<file path="config.mk">
export PLATFORM = sky130hd
export DESIGN_NAME = echo_ranger
export DESIGN_NICKNAME = d
export VERILOG_FILES = /design/src/rtl/echo_ranger_pkg.sv /design/src/rtl/echo_ranger_us_prescaler.sv /design/src/rtl/echo_ranger.sv
export SDC_FILE = /design/constraint.sdc
export NUM_CORES = 1
export LEC_CHECK = 0
export ABC_AREA = 1
export BUFFER_PORTS_ARGS = -buffer_cell sky130_fd_sc_hd__buf_2
export CORE_MARGIN = 2
export CORE_UTILIZATION = 38
export CTS_CLUSTER_SIZE = 28
export DETAILED_ROUTE_END_ITERATION = 10
export HOLD_SLACK_MARGIN = 0.08
export MAX_ROUTING_LAYER = met4
export PLACE_DENSITY_LB_ADDON = 0.08
export SLEW_MARGIN = 20
export SYNTH_ARGS = -nofsm -noshare
export SYNTH_HDL_FRONTEND = slang
export SYNTH_SLANG_ARGS = --single-unit
</file>
<file path="constraint.sdc">
create_clock -name clk -period 4.5 [get_ports clk]
set_clock_uncertainty 0.2 [all_clocks]
set_input_delay 0.675 -clock clk [delete_from_list [all_inputs] [get_ports clk]]
set_output_delay 0.675 -clock clk [all_outputs]
set_load 0.01 [all_outputs]
</file>
<file path="src/rtl/echo_ranger_pkg.sv">
// echo_ranger_pkg
// Shared types and helpers for the ultrasonic echo ranger.
//   ranger_state_t : measurement FSM states
//   cnt_width()    : bits needed to hold a count of 0..max_val
package echo_ranger_pkg;

    typedef enum logic [2:0] {
        IDLE      = 3'd0,
        TRIG      = 3'd1,
        WAIT_RISE = 3'd2,
        MEASURE   = 3'd3,
        HOLDOFF   = 3'd4
    } ranger_state_t;

    // Width of a counter that must represent every value 0..max_val.
    function automatic int cnt_width(input int max_val);
        if (max_val < 2) begin
            return 1;
        end else begin
            return $clog2(max_val + 1);
        end
    endfunction

endpackage

</file>
<file path="src/rtl/echo_ranger_us_prescaler.sv">
// us_prescaler
// Divides the system clock down to a one-microsecond tick.
//   clk     in  : system clock
//   reset   in  : synchronous, active-high reset
//   clear   in  : restart the microsecond phase (asserted on FSM state changes)
//   us_tick out : high during the last clock of each microsecond
module us_prescaler
    import echo_ranger_pkg::*;
#(
    parameter int CLKS_PER_US = 50
) (
    input  logic clk,
    input  logic reset,
    input  logic clear,
    output logic us_tick
);

    localparam int            PW   = cnt_width(CLKS_PER_US - 1);
    localparam logic [PW-1:0] TERM = PW'(CLKS_PER_US - 1);

    logic [PW-1:0] count_r;

    // Phase counter: 0..CLKS_PER_US-1, restarted by reset or clear.
    always_ff @(posedge clk) begin
        if (reset || clear || (count_r == TERM)) begin
            count_r <= '0;
        end else begin
            count_r <= count_r + PW'(1);
        end
    end

    assign us_tick = (count_r == TERM);

endmodule

</file>
<file path="src/rtl/echo_ranger.sv">
// echo_ranger
// Fires a trigger pulse at the ultrasonic sensor and measures the width of
// the returning echo in whole microseconds.
//   clk     in  : system clock
//   reset   in  : synchronous, active-high reset
//   start   in  : request one measurement (honoured only when idle)
//   echo    in  : asynchronous echo line from the sensor
//   trigger out : trigger pulse to the sensor
//   busy    out : high whenever a measurement or holdoff is in progress
//   valid   out : one-cycle strobe, echo_us/timeout updated on this edge
//   echo_us out : last measured echo width in us (held between strobes)
//   timeout out : last result was a timeout (held between strobes)
module echo_ranger
    import echo_ranger_pkg::*;
#(
    parameter  int CLKS_PER_US = 50,
    parameter  int TRIG_US     = 10,
    parameter  int TIMEOUT_US  = 30000,
    parameter  int HOLDOFF_US  = 60,
    localparam int W           = cnt_width(TIMEOUT_US)
) (
    input  logic         clk,
    input  logic         reset,
    input  logic         start,
    input  logic         echo,
    output logic         trigger,
    output logic         busy,
    output logic         valid,
    output logic [W-1:0] echo_us,
    output logic         timeout
);

    localparam logic [W-1:0] TRIG_CNT    = W'(TRIG_US);
    localparam logic [W-1:0] TIMEOUT_CNT = W'(TIMEOUT_US);
    localparam logic [W-1:0] HOLDOFF_CNT = W'(HOLDOFF_US);

    ranger_state_t state_r;
    logic [1:0]    echo_sync_r;
    logic          echo_s;
    logic          us_tick_s;
    logic [W-1:0]  us_cnt_r;
    logic [W-1:0]  us_next_s;
    logic          advance_s;
    logic          trigger_r;
    logic          busy_r;
    logic          valid_r;
    logic [W-1:0]  echo_us_r;
    logic          timeout_r;

    // Two-flop synchronizer for the asynchronous echo line.
    always_ff @(posedge clk) begin
        if (reset) begin
            echo_sync_r <= 2'b00;
        end else begin
            echo_sync_r <= {echo_sync_r[0], echo};
        end
    end

    assign echo_s = echo_sync_r[1];

    us_prescaler #(
        .CLKS_PER_US(CLKS_PER_US)
    ) u_prescaler (
        .clk    (clk),
        .reset  (reset),
        .clear  (advance_s),
        .us_tick(us_tick_s)
    );

    // Microsecond count including the tick landing on this edge, so a full
    // final microsecond is credited; saturates instead of wrapping.
    always_comb begin
        us_next_s = us_cnt_r;
        if (us_tick_s && (us_cnt_r != TIMEOUT_CNT)) begin
            us_next_s = us_cnt_r + W'(1);
        end else begin
            us_next_s = us_cnt_r;
        end
    end

    // Transition condition of the current state; also restarts the prescaler.
    always_comb begin
        advance_s = 1'b0;
        case (state_r)
            IDLE:      advance_s = start;
            TRIG:      advance_s = (us_next_s == TRIG_CNT);
            WAIT_RISE: advance_s = echo_s || (us_next_s == TIMEOUT_CNT);
            MEASURE:   advance_s = !echo_s || (us_next_s == TIMEOUT_CNT);
            HOLDOFF:   advance_s = (us_next_s == HOLDOFF_CNT);
            default:   advance_s = 1'b1;
        endcase
    end

    // Measurement FSM, microsecond counter and registered outputs.
    always_ff @(posedge clk) begin
        if (reset) begin
            state_r   <= IDLE;
            us_cnt_r  <= '0;
            trigger_r <= 1'b0;
            busy_r    <= 1'b0;
            valid_r   <= 1'b0;
            echo_us_r <= '0;
            timeout_r <= 1'b0;
        end else begin
            valid_r  <= 1'b0;
            us_cnt_r <= advance_s ? '0 : us_next_s;
            case (state_r)
                IDLE: begin
                    if (start) begin
                        state_r   <= TRIG;
                        trigger_r <= 1'b1;
                        busy_r    <= 1'b1;
                    end
                end
                TRIG: begin
                    if (advance_s) begin
                        state_r   <= WAIT_RISE;
                        trigger_r <= 1'b0;
                    end
                end
                WAIT_RISE: begin
                    // An echo already high here (stale/stuck) counts as a rise.
                    if (echo_s) begin
                        state_r <= MEASURE;
                    end else if (advance_s) begin
                        echo_us_r <= '0;
                        timeout_r <= 1'b1;
                        valid_r   <= 1'b1;
                        state_r   <= HOLDOFF;
                    end
                end
                MEASURE: begin
                    if (!echo_s) begin
                        echo_us_r <= us_next_s;
                        timeout_r <= 1'b0;
                        valid_r   <= 1'b1;
                        state_r   <= HOLDOFF;
                    end else if (advance_s) begin
                        echo_us_r <= TIMEOUT_CNT;
                        timeout_r <= 1'b1;
                        valid_r   <= 1'b1;
                        state_r   <= HOLDOFF;
                    end
                end
                HOLDOFF: begin
                    if (advance_s) begin
                        state_r <= IDLE;
                        busy_r  <= 1'b0;
                    end
                end
                default: begin
                    state_r   <= IDLE;
                    trigger_r <= 1'b0;
                    busy_r    <= 1'b0;
                end
            endcase
        end
    end

    assign trigger = trigger_r;
    assign busy    = busy_r;
    assign valid   = valid_r;
    assign echo_us = echo_us_r;
    assign timeout = timeout_r;

endmodule

</file>
* After elaboration in Yosys (flattened, before gate mapping)
Index checks and enable logic that the tools add are counted.
Word-level totals: word-level logic and storage cells 70, flip-flop bits (word level) 45, bits of input ports 4, output and inout bits 19
Operators by class: equal/unequal tests 15, reductions and logical operators 16, $add $sub $neg 2, multiplexer cells 26, bitwise operators 2
Operators with widths (number):
- two-way mux 15 bit | 5
- case mux 15 bit (2 select lines) | 1
- two-way mux 3 bit | 6
- adder 15 x 1 -> 15 bit (second input constant) | 1
- equality test 15 bit (second input constant) | 1
- equality test 15 x 4 -> 1 bit (second input constant) | 1
- equality test 15 x 6 -> 1 bit (second input constant) | 1
- inequality test 15 bit (second input constant) | 1
- case mux 3 bit (5 select lines) | 1
- inequality test 2 bit (second input constant) | 5
- AND reduction 3 bit | 3
- two-way mux 1 bit | 8
- adder 6 x 1 -> 6 bit (second input constant) | 1
- equality test 3 x 2 -> 1 bit (second input constant) | 2
- equality test 6 bit (second input constant) | 1
- case mux 1 bit (3 select lines) | 2
- OR reduction 3 bit | 2
- case mux 1 bit (5 select lines) | 1
- logical OR 1 bit | 4
- case mux 1 bit (2 select lines) | 2
- AND reduction 4 bit | 1
- equality test 3 x 1 -> 1 bit (second input constant) | 1
- equality test 3 bit (second input constant) | 1
- logical NOT 3 bit | 1
- 7 further kinds | 8

* Longest topological paths before layout
Gate-level depths: netlist of run 1.
depth in word-level cells 9, depth in mapped cells 20, gate-level depth less buffers 20

* By module
Synthesis of run 1 repeated with hierarchy kept, for this count alone.
Unflattened totals: cell total of the unflattened synthesis 389, area, all modules 2487.4 µm²
Modules (own cells, without submodules):
- echo_ranger | times used 1, cells each 354, area each 2204.6 µm², sequential area each 780.7 µm²
- us_prescaler | times used 1, cells each 35, area each 282.8 µm², sequential area each 120.1 µm²

* Least setup slack after synthesis of run 1
No wires, ideal clock.
path kind reg2reg, start point register u_prescaler.count_r[0], end point register echo_us_r[0], in the netlist echo_us[0], stages on the path, launching flop included 17, arrival 2055 ps, clock period less this slack 2388 ps, data required time 4167 ps, setup slack 2112 ps, library setup time 133 ps, path buffers 2, cell sequence dfxtp_1 ha_1 nand3_1 nor2_4 buf_4 nand3_1 xor2_1 nand3_1 nor2_1 nand3_1 nor2_1 nor2_4 nand2_4 nand2_2 buf_6 nand2_1 a21oi_1
Between the ends: cells in the longest elaborated chain, start to end 8, elaborated cells on any way between the ends 14, those cells by class 6 x eq/ne; 4 x mux; 4 x reduce/logical
RTL lines:
- start: declaration | RTL line echo_ranger_us_prescaler.sv:21 | logic [PW-1:0] count_r;
- start signal: assignment | RTL line echo_ranger_us_prescaler.sv:28 | count_r <= count_r + PW'(1);
- equality test 6 bit * | RTL line echo_ranger_us_prescaler.sv:32 | assign us_tick = (count_r == TERM);
- logical AND 1 bit * | RTL line echo_ranger.sv:74 | if (us_tick_s && (us_cnt_r != TIMEOUT_CNT)) begin
- two-way mux 15 bit * | RTL line echo_ranger.sv:74
- equality test 15 bit | RTL line echo_ranger.sv:87, echo_ranger.sv:88
- logical OR 1 bit (on tied branches) | RTL line echo_ranger.sv:88, echo_ranger.sv:87
- case mux 1 bit (5 select lines) | RTL line echo_ranger.sv:84 | case (state_r)
- inequality test 3 bit (no source line) / inequality test 2 bit (equally long branches)
- AND reduction 4 bit (no source line)
- end signal: assignment | RTL line echo_ranger.sv:134 | echo_us_r <= us_next_s;
- end: declaration | RTL line echo_ranger.sv:47 | logic [W-1:0] echo_us_r;
Mark *: on every way between the ends. The rest lies on a longest branch, timed or not. A chain may end at the register's enable or synchronous reset.

* Worst setup path in the final report of run 1
Ends and elaborated chain as after synthesis.

==> results.md, run 1 <==
- WHS Endpoint: echo_sync_r[1]
- Via count: approximately 2100
- Crit-path slowest cell: dfxtp_1
- Vias in the first global route: ~2000
- Tcrit/Tclk final: 0.6454
- Most frequent cells in the layout: nand2_1 (82), nor2_1 (60), dfxtp_1 (45)
- Fin util: 0.4438
- Post-DR wirelength/cell: between 10 and 15 um
- Maximum clock frequency: between 0.3 and 0.4 GHz
- Busiest grt layer: met2
- Synthesized area: around 0.0024 sq mm
- Syn nets: ~360
- Most common cell on crit path: nand2_1
- Routed Antenna Nets: 0
- Worst r2r src: u_prescaler.count_r[0]
- Top post-synthesis cells by area: dfxtp_1 (38%), nand2_1 (13%), nor2_1 (9.4%), inv_1 (6.1%), nand3_1 (5.4%)
- All-layer global routing usage: 0.1713
- Area after DPL: 0.002555 sq mm
- Critical path arrival: between 2 and 3 ns
- Cell taking the most area after synthesis: dfxtp_1
- Crit-path cells: ha_1 -> nand3_1 -> nor2_4 -> nand2_1 -> nor2_1 -> xor2_1 -> nand3_1 -> nor2_1 -> nand2_1 -> nand2_1 -> nand2_4 -> nand2_4 -> nand2_2 -> nand2_1 -> a21oi_1
- Least-Margin Pin Slew: 0.5285 ns
- Largest net degree at the start of global routing: 21
- Final setup violation count: 0
- Fin. max-slew vios: 0
- M2 GR Usage: 0.2529
- Total of max-cap violations: 0
- Grt ovf: 0
- Clk buf depth: 2
- #FFs+latches synth: 45
- Clock Latency Late Sink: around 0.30 ns
- IO Port Bufs: 22
- RSZ-0062 raised after global routing: false
- Tmin final: approximately 2.9 ns
- Nets: ~380
- Synthesized area per cell: just under 7 sq um
- Detailed placement HPWL: between 4000 and 5000 um
- Area Growth Syn to Fin: 11.31%
- Clock transition at path regs: about 0.08 ns
- Cells after synthesis: approximately 350
- Core area: ~0.0060 sq mm
- Drt total wl: about 5500 um
- Die height: approximately 83 um
- Setup slack at placement: 1.600 ns
- Worst hold path cell count: 2
- DR pass1 iterations: 4
- Critical Path End Type: flop
- Status: complete, no violations
- Pleak: around 0.0011 uW
- Pwr dens: 361.7 mW/mm^2
- CTS buffer count: 5
- Residual DRC: 0
- R2R Setup Slk: about 1.6 ns
- Die ar.: slightly below 0.007 sq mm
- Min-delay worst type: flop to flop
- CTS resizes: 0
- Num rows: 28
- Maximum VDD drop: 0.1928 mV
- Distinct cell type count after synthesis: 29
- Initial antenna violation count: 0
- Share of layout cells above drive strength 1: 0.1493
- Setup ws final: around 1.6 ns
- Worst R2R End: echo_us[0]
- Diode count: 0
- I/O pin count: 23
- Final Hold Vio Count: 0
- Worst R2R Path Depth: 15
- Startpoint types: flop
- Number of fill cells: between 600 and 700
- Hold Path Origin: echo_sync_r[0]
- Global-route wire length before repair: 9411 um
- Sink Count: 45
- Req. time, crit path: 4.48 ns
- M1 GR Usage: 0.2384
- Commonest non-fill, non-tap cell in the layout: nand2_1
- Avg Vias per Cell: between 4 and 5
- CTS tree: built
- Register area share after synthesis: 0.3772
- Die X: 83.28 um
- Total Neg Setup Slack: 0 ns
- Hold-fix buffer count after cts: 0
- Final GP Congestion: ~0.84
- M3 GR Usage: 0.03280
- Root Buffer: clkbuf_8
- Slew margin rel.: 0.6464
- Initial Util: 0.3987
- Post-CTS Setup Inserts: 0
- # H-tree levels: 2
- CP max FO: 13
- Initial DRC count: 92
- Post-synth top area share: 0.3772
- Largest stage delay, worst path: 0.40 ns
- Setup Crit Path Kind: flop to flop
- Total number of yosys warnings: 0
- Finished layout cell area: 0.002659 sq mm
-- cell families (layout without fill, tap and decap cells) --
kind of cell	count (synthesis)	count (layout)	share of synthesized area
simple gates	203	203	0.3908
flops	45	45	0.3772
xor+xnor	10	10	0.03667
buf+inv	48	72	0.08329
fa+ha+maj	4	4	0.02095
compound gates	41	41	0.09114
-- layer usage --
metal  part of all wire  vias to the layer above  routed length [um]
met5                  0                        -                   0
met4              0.011                        0                  63
met3              0.032                        5                 178
met2               0.43                       33                2352
met1               0.53                      931                2920
li1                   -                     1153                   -
-- where the power goes --
group,internal [uW],switching [uW],total (uW),leakage [uW]
sequential,424,20.1,444,0.000364
clock,162,136,298,0.0000540
combinational,71.9,148,220,0.000727
-- critical path: cells and delay by family, from the launching register on --
kind                     cells  cell delay (ns)
XOR/XNOR                     1             0.30
AND/OR/NAND/NOR             12             1.64
adder cells (fa/ha/maj)      1             0.17
AO/OA/AOI/OAI                1             0.07
flip-flops                   1             0.40
-- Yosys cell counts --
cell type and count:
xor2_1 7, clkbuf_1 2, nand2_2 6, nor3_1 4
nand3_2 1, buf_6 2, a21oi_1 25, ha_1 4
nand2_1 82, o211ai_1 2, nand4_1 3, nand3_1 26
nor3b_2 1, dfxtp_1 45, nand3b_1 5, nand2_4 3
nand3b_2 1, nor3_2 1, nor3b_1 1, nor2_2 4
nor2_4 3, o22ai_2 1, inv_2 4, o21ai_0 13
nor2_1 60, xnor2_1 3, inv_1 39, buf_4 1
or2_2 2
-- stage by stage --
stage	hold slack (ns)	total power [uW]	instances
6_report	0.2073	961.8	450
5_1_grt	0.2429	1023	450
4_1_cts	0.2097	969.3	450
3_5_place_dp	0.1962	673.1	443
3_3_place_gp	0.1987	675.8	443
2_1_floorplan	0.1883	629.0	351
-- final cells by class --
type	instances	area [sq um]	area share
Multi-Input combinational cell	258	1289	0.4847
Sequential cell	45	900.9	0.3388
Inverter	43	161.4	0.06071
Timing Repair Buffer	22	110.1	0.04141
Tap cell	75	93.84	0.03529
Clock buffer	5	68.82	0.02588
Clock inverter	2	35.03	0.01318
-- worst max path at each step --
| stage | startpoint | cells after the start | end | slack, ns |
|---|---|---|---|---|
| floorplan | u_prescaler.count_r[0] | 16 | echo_us[0] | 2.11 |
| global placement | u_prescaler.count_r[0] | 15 | echo_us[8] | 1.64 |
| detailed placement | u_prescaler.count_r[0] | 15 | busy | 1.60 |
| CTS | u_prescaler.count_r[0] | 15 | echo_us[6] | 1.59 |
| global route | u_prescaler.count_r[0] | 14 | echo_us[8] | 1.29 |
| finish | u_prescaler.count_r[0] | 15 | echo_us[0] | 1.60 |
-- registers in the layout, summed over array words and instances, names as in the netlist --
register and count:
timeout 1, busy 1, echo_us 15, state_r 3, u_prescaler.count_r 6, echo_sync_r 2
us_cnt_r 15, trigger 1, valid 1
(Power assumes the default switching activity.)
==> run 2: changes to the inputs <==
--- a/config.mk
+++ b/config.mk
@@ -5,7 +5,7 @@
 export SDC_FILE = /design/constraint.sdc
 export NUM_CORES = 1
 export LEC_CHECK = 0
-export ABC_AREA = 1
+export ABC_AREA = 0
 export BUFFER_PORTS_ARGS = -buffer_cell sky130_fd_sc_hd__buf_2
 export CORE_MARGIN = 2
 export CORE_UTILIZATION = 38
==> constraint.sdc (replaced) <==
create_clock -name clk -period 2.5 [get_ports clk]
set_clock_uncertainty 0.2 [all_clocks]
set_input_delay 0.375 -clock clk [delete_from_list [all_inputs] [get_ports clk]]
set_output_delay 0.375 -clock clk [all_outputs]
set_load 0.01 [all_outputs]
==> run 2 against run 1 <==
  * The flow now finishes with violations (negative setup slack)
  * Sequential power rose by 66%
  * Setup slack got worse by 2.3 ns
  * Largest cell class unchanged
  * Via count rose by 34%
  * Largest power group unchanged
  * Sequential cell count did not move
  * Sequential share of layout area fell by 11 points
  * Register-to-register slack got worse by 2.3 ns
  * Critical path depth fell by 2
  * Final cell count rose by 17%
  * Clock power rose by 51%
==> results.md, run 2 <==
- Setup Crit Path Kind: flop to flop
- Die X: between 80 and 90 um
- Clk buf depth: 2
- Initial Util: 0.3919
- Total power draw: 1365 uW
- Distinct cell type count after synthesis: 56
- Number of flops mapped to enable cells by yosys: 0
- Hold slack: between 0.2 and 0.3 ns
- CP max FO: 8
- Total of max-cap violations: 0
- Critical path arrival: 3.17 ns
- Setup ws final: -0.6921 ns
- Final GP Congestion: 0.9492
- Total number of yosys warnings: 0
- Grt ovf: 0
- Least-Margin Pin Slew: a little under 0.5 ns
- Clock Latency Late Sink: about 0.30 ns
- Nets: around 460
- Synth Area in XOR/XNOR: 0.06616
- Via count: 2844
- Maximum VDD drop: ~0.28 mV
- Drt total wl: 8536 um
- #FFs+latches synth: between 40 and 50
- R2R Setup Slk: -0.69 ns
- Asr flop ratio synth: 0
- Core area: between 0.006 and 0.007 sq mm
- Global-route wire length before repair: between 10000 and 15000 um
- Post-synth top area share: 0.3403
- Adder-cell share of the synthesized area: 0.02316
- Routed Antenna Nets: 0
- Largest family of logic cells by synthesized area: simple AND/OR/NAND/NOR gates
- Initial antenna violation count: 0
- DR pass1 iterations: 4
- Compound-Gate Fraction of Synth Area: 0.1843
- Final setup violation count: 43
- Cells after synthesis: between 300 and 400
- Pleak: 0.001668 uW
- Tcrit/Tclk final: 1.277
- Critical Path End Type: flop
- CTS buffer count: 5
- Fin. max-slew vios: 0
- Finished layout cell area: 0.004013 sq mm
- Post-DR wirelength/cell: 16.17 um
- Root Buffer: clkbuf_8
- Commonest non-fill, non-tap cell in the layout: buf_4
- I/O pin count: 23
- IO Port Bufs: 22
- Worst R2R Path Depth: 13
- Tmin final: about 3.2 ns
- Min-delay worst type: flop to flop
- Status: finished with violations
- Avg Vias per Cell: 5.386
- Area after DPL: 0.003674 sq mm
- Worst R2R End: state_r[2]
- Synthesized area per cell: 8.222 sq um
- Post-synth top flop: dfxtp_1
- Crit path from: u_prescaler.count_r[1]
- Syn nets: 330
- Most common cell in the synthesized netlist: dfxtp_1
- Clock transition at path regs: 0.09 ns
- Total Neg Setup Slack: -26.77 ns
- Diode count: 0
- Startpoint types: flop
- Register area share after synthesis: 0.3403
- Residual DRC: 0
- Most frequent cells in the layout: buf_4 (113), dfxtp_1 (43), nand3_1 (22), buf_2 (22)
- Cell taking the most area after synthesis: dfxtp_1
- CTS tree: built
- RSZ-0062 raised after global routing: true
- # H-tree levels: 2
- Maximum clock frequency: ~0.31 GHz
- Pwr dens: 340.3 mW/mm^2
- Multiplexer share of the synthesized area: 0.003781
- Failing checks: negative setup slack
- Num rows: 30
- Synth Area in Simple Gates: 0.3251
- Largest net degree at the start of global routing: 24
- Synthesized area: about 0.0026 sq mm
- Initial DRC count: ~140
- Final Hold Vio Count: 0
- Top post-synthesis cells by area: dfxtp_1 (34%), nor3_1 (5.3%), nand3_1 (4.3%), nor4_1 (4.3%), xor2_1 (3.6%)
- Die ar.: 0.007651 sq mm
- Area Growth Syn to Fin: 51.56%
- Worst r2r src: u_prescaler.count_r[1]
- Detailed placement HPWL: approximately 6400 um
- Worst Setup EP: state_r[2]
- Most instantiated cells after synthesis: dfxtp_1 (45), nor3_1 (28), nand3_1 (23)
- Die height: about 87 um
- Share of layout cells above drive strength 1: 0.4420
- Req. time, crit path: 2.48 ns
- Vias in the first global route: 2819
- Sink Count: between 40 and 50
- All-layer global routing usage: 0.2442
- Slew margin rel.: 0.6716
[run 2: cell count changes after synthesis, moves of 10 or more]
cell      before  now
inv_1         39   12
clkbuf_1       2   20
nand2_1       82   16
nor3_1         4   28
nor2_1        60   14
nor4_1         0   18
a21oi_1       25   11
a31oi_1        0   10
[run 2: critical path: stages (launching register included)]
cell and delay [ns]:
dfxtp_2 0.33, inv_2 0.04, ha_1 0.11, or3b_4 0.41
or3_4 0.42, buf_4 0.15, buf_4 0.14, nor2_2 0.11
xnor2_1 0.19, nand4_1 0.18, nor4_2 0.34, or3_4 0.24
buf_8 0.15, o32ai_2 0.08
[run 2: report_power, final]
group	internal [uW]	switching, uW	leakage, uW
sequential	729	9.06	0.000365
clock	193	257	0.0000439
combinational	76.8	100	0.00126
total	999	366	0.00167
[run 2: logic make-up after synthesis]
kind of cell | count (synthesis)
flip-flops | 45
adder cells (fa/ha/maj) | 5
AO/OA/AOI/OAI | 68
buffers and inverters | 37
AND/OR/NAND/NOR | 146
multiplexers | 1
XOR/XNOR | 20
[run 2: worst min path at each step]
stage,end,cells after the start,start,slack (ns)
2_1_floorplan,echo_sync_r[1],1,echo_sync_r[0],0.21
3_5_place_dp,echo_sync_r[1],1,echo_sync_r[0],0.23
4_1_cts,echo_sync_r[1],1,echo_sync_r[0],0.26
6_report,echo_sync_r[1],1,echo_sync_r[0],0.25
3_3_place_gp,echo_sync_r[1],1,echo_sync_r[0],0.22
5_1_grt,echo_sync_r[1],1,echo_sync_r[0],0.27
[run 2: stage by stage]
stage | util | setup slack, ns | cells
6_report | 0.5939 | -0.6921 | 528
5_1_grt | 0.5939 | -0.8277 | 528
4_1_cts | 0.5806 | -0.7432 | 526
3_5_place_dp | 0.5437 | -0.8884 | 507
3_3_place_gp | 0.5437 | -0.8898 | 507
2_1_floorplan | - | -0.6201 | 322
[run 2: cell type report]
cell class,instances,area (sq um)
multi-input cells,240,1795
flip-flops and latches,45,903.4
inverters,12,45.04
fillers,615,2744
clock inverters,3,17.52
repair buffers,143,1082
well taps,80,100.1
clock buffers,5,68.82
[run 2: per-layer routing]
metal / GRT usage / share of wire
met1: 0.3329 / 0.49
met2: 0.3829 / 0.47
met3: 0.03318 / 0.037
met4: 0.06014 / 0.0071
met5: - / 0
[run 2: timing repair]
action / CTS / global route
endpoints found under the hold margin: 1 / 0
resized for setup: 18 / 12
pin swaps: 20 / 7
setup endpoints to repair: 43 / 43
setup buffers: 12 / 1
hold buffers: 1 / 0
cloned: 0 / 1
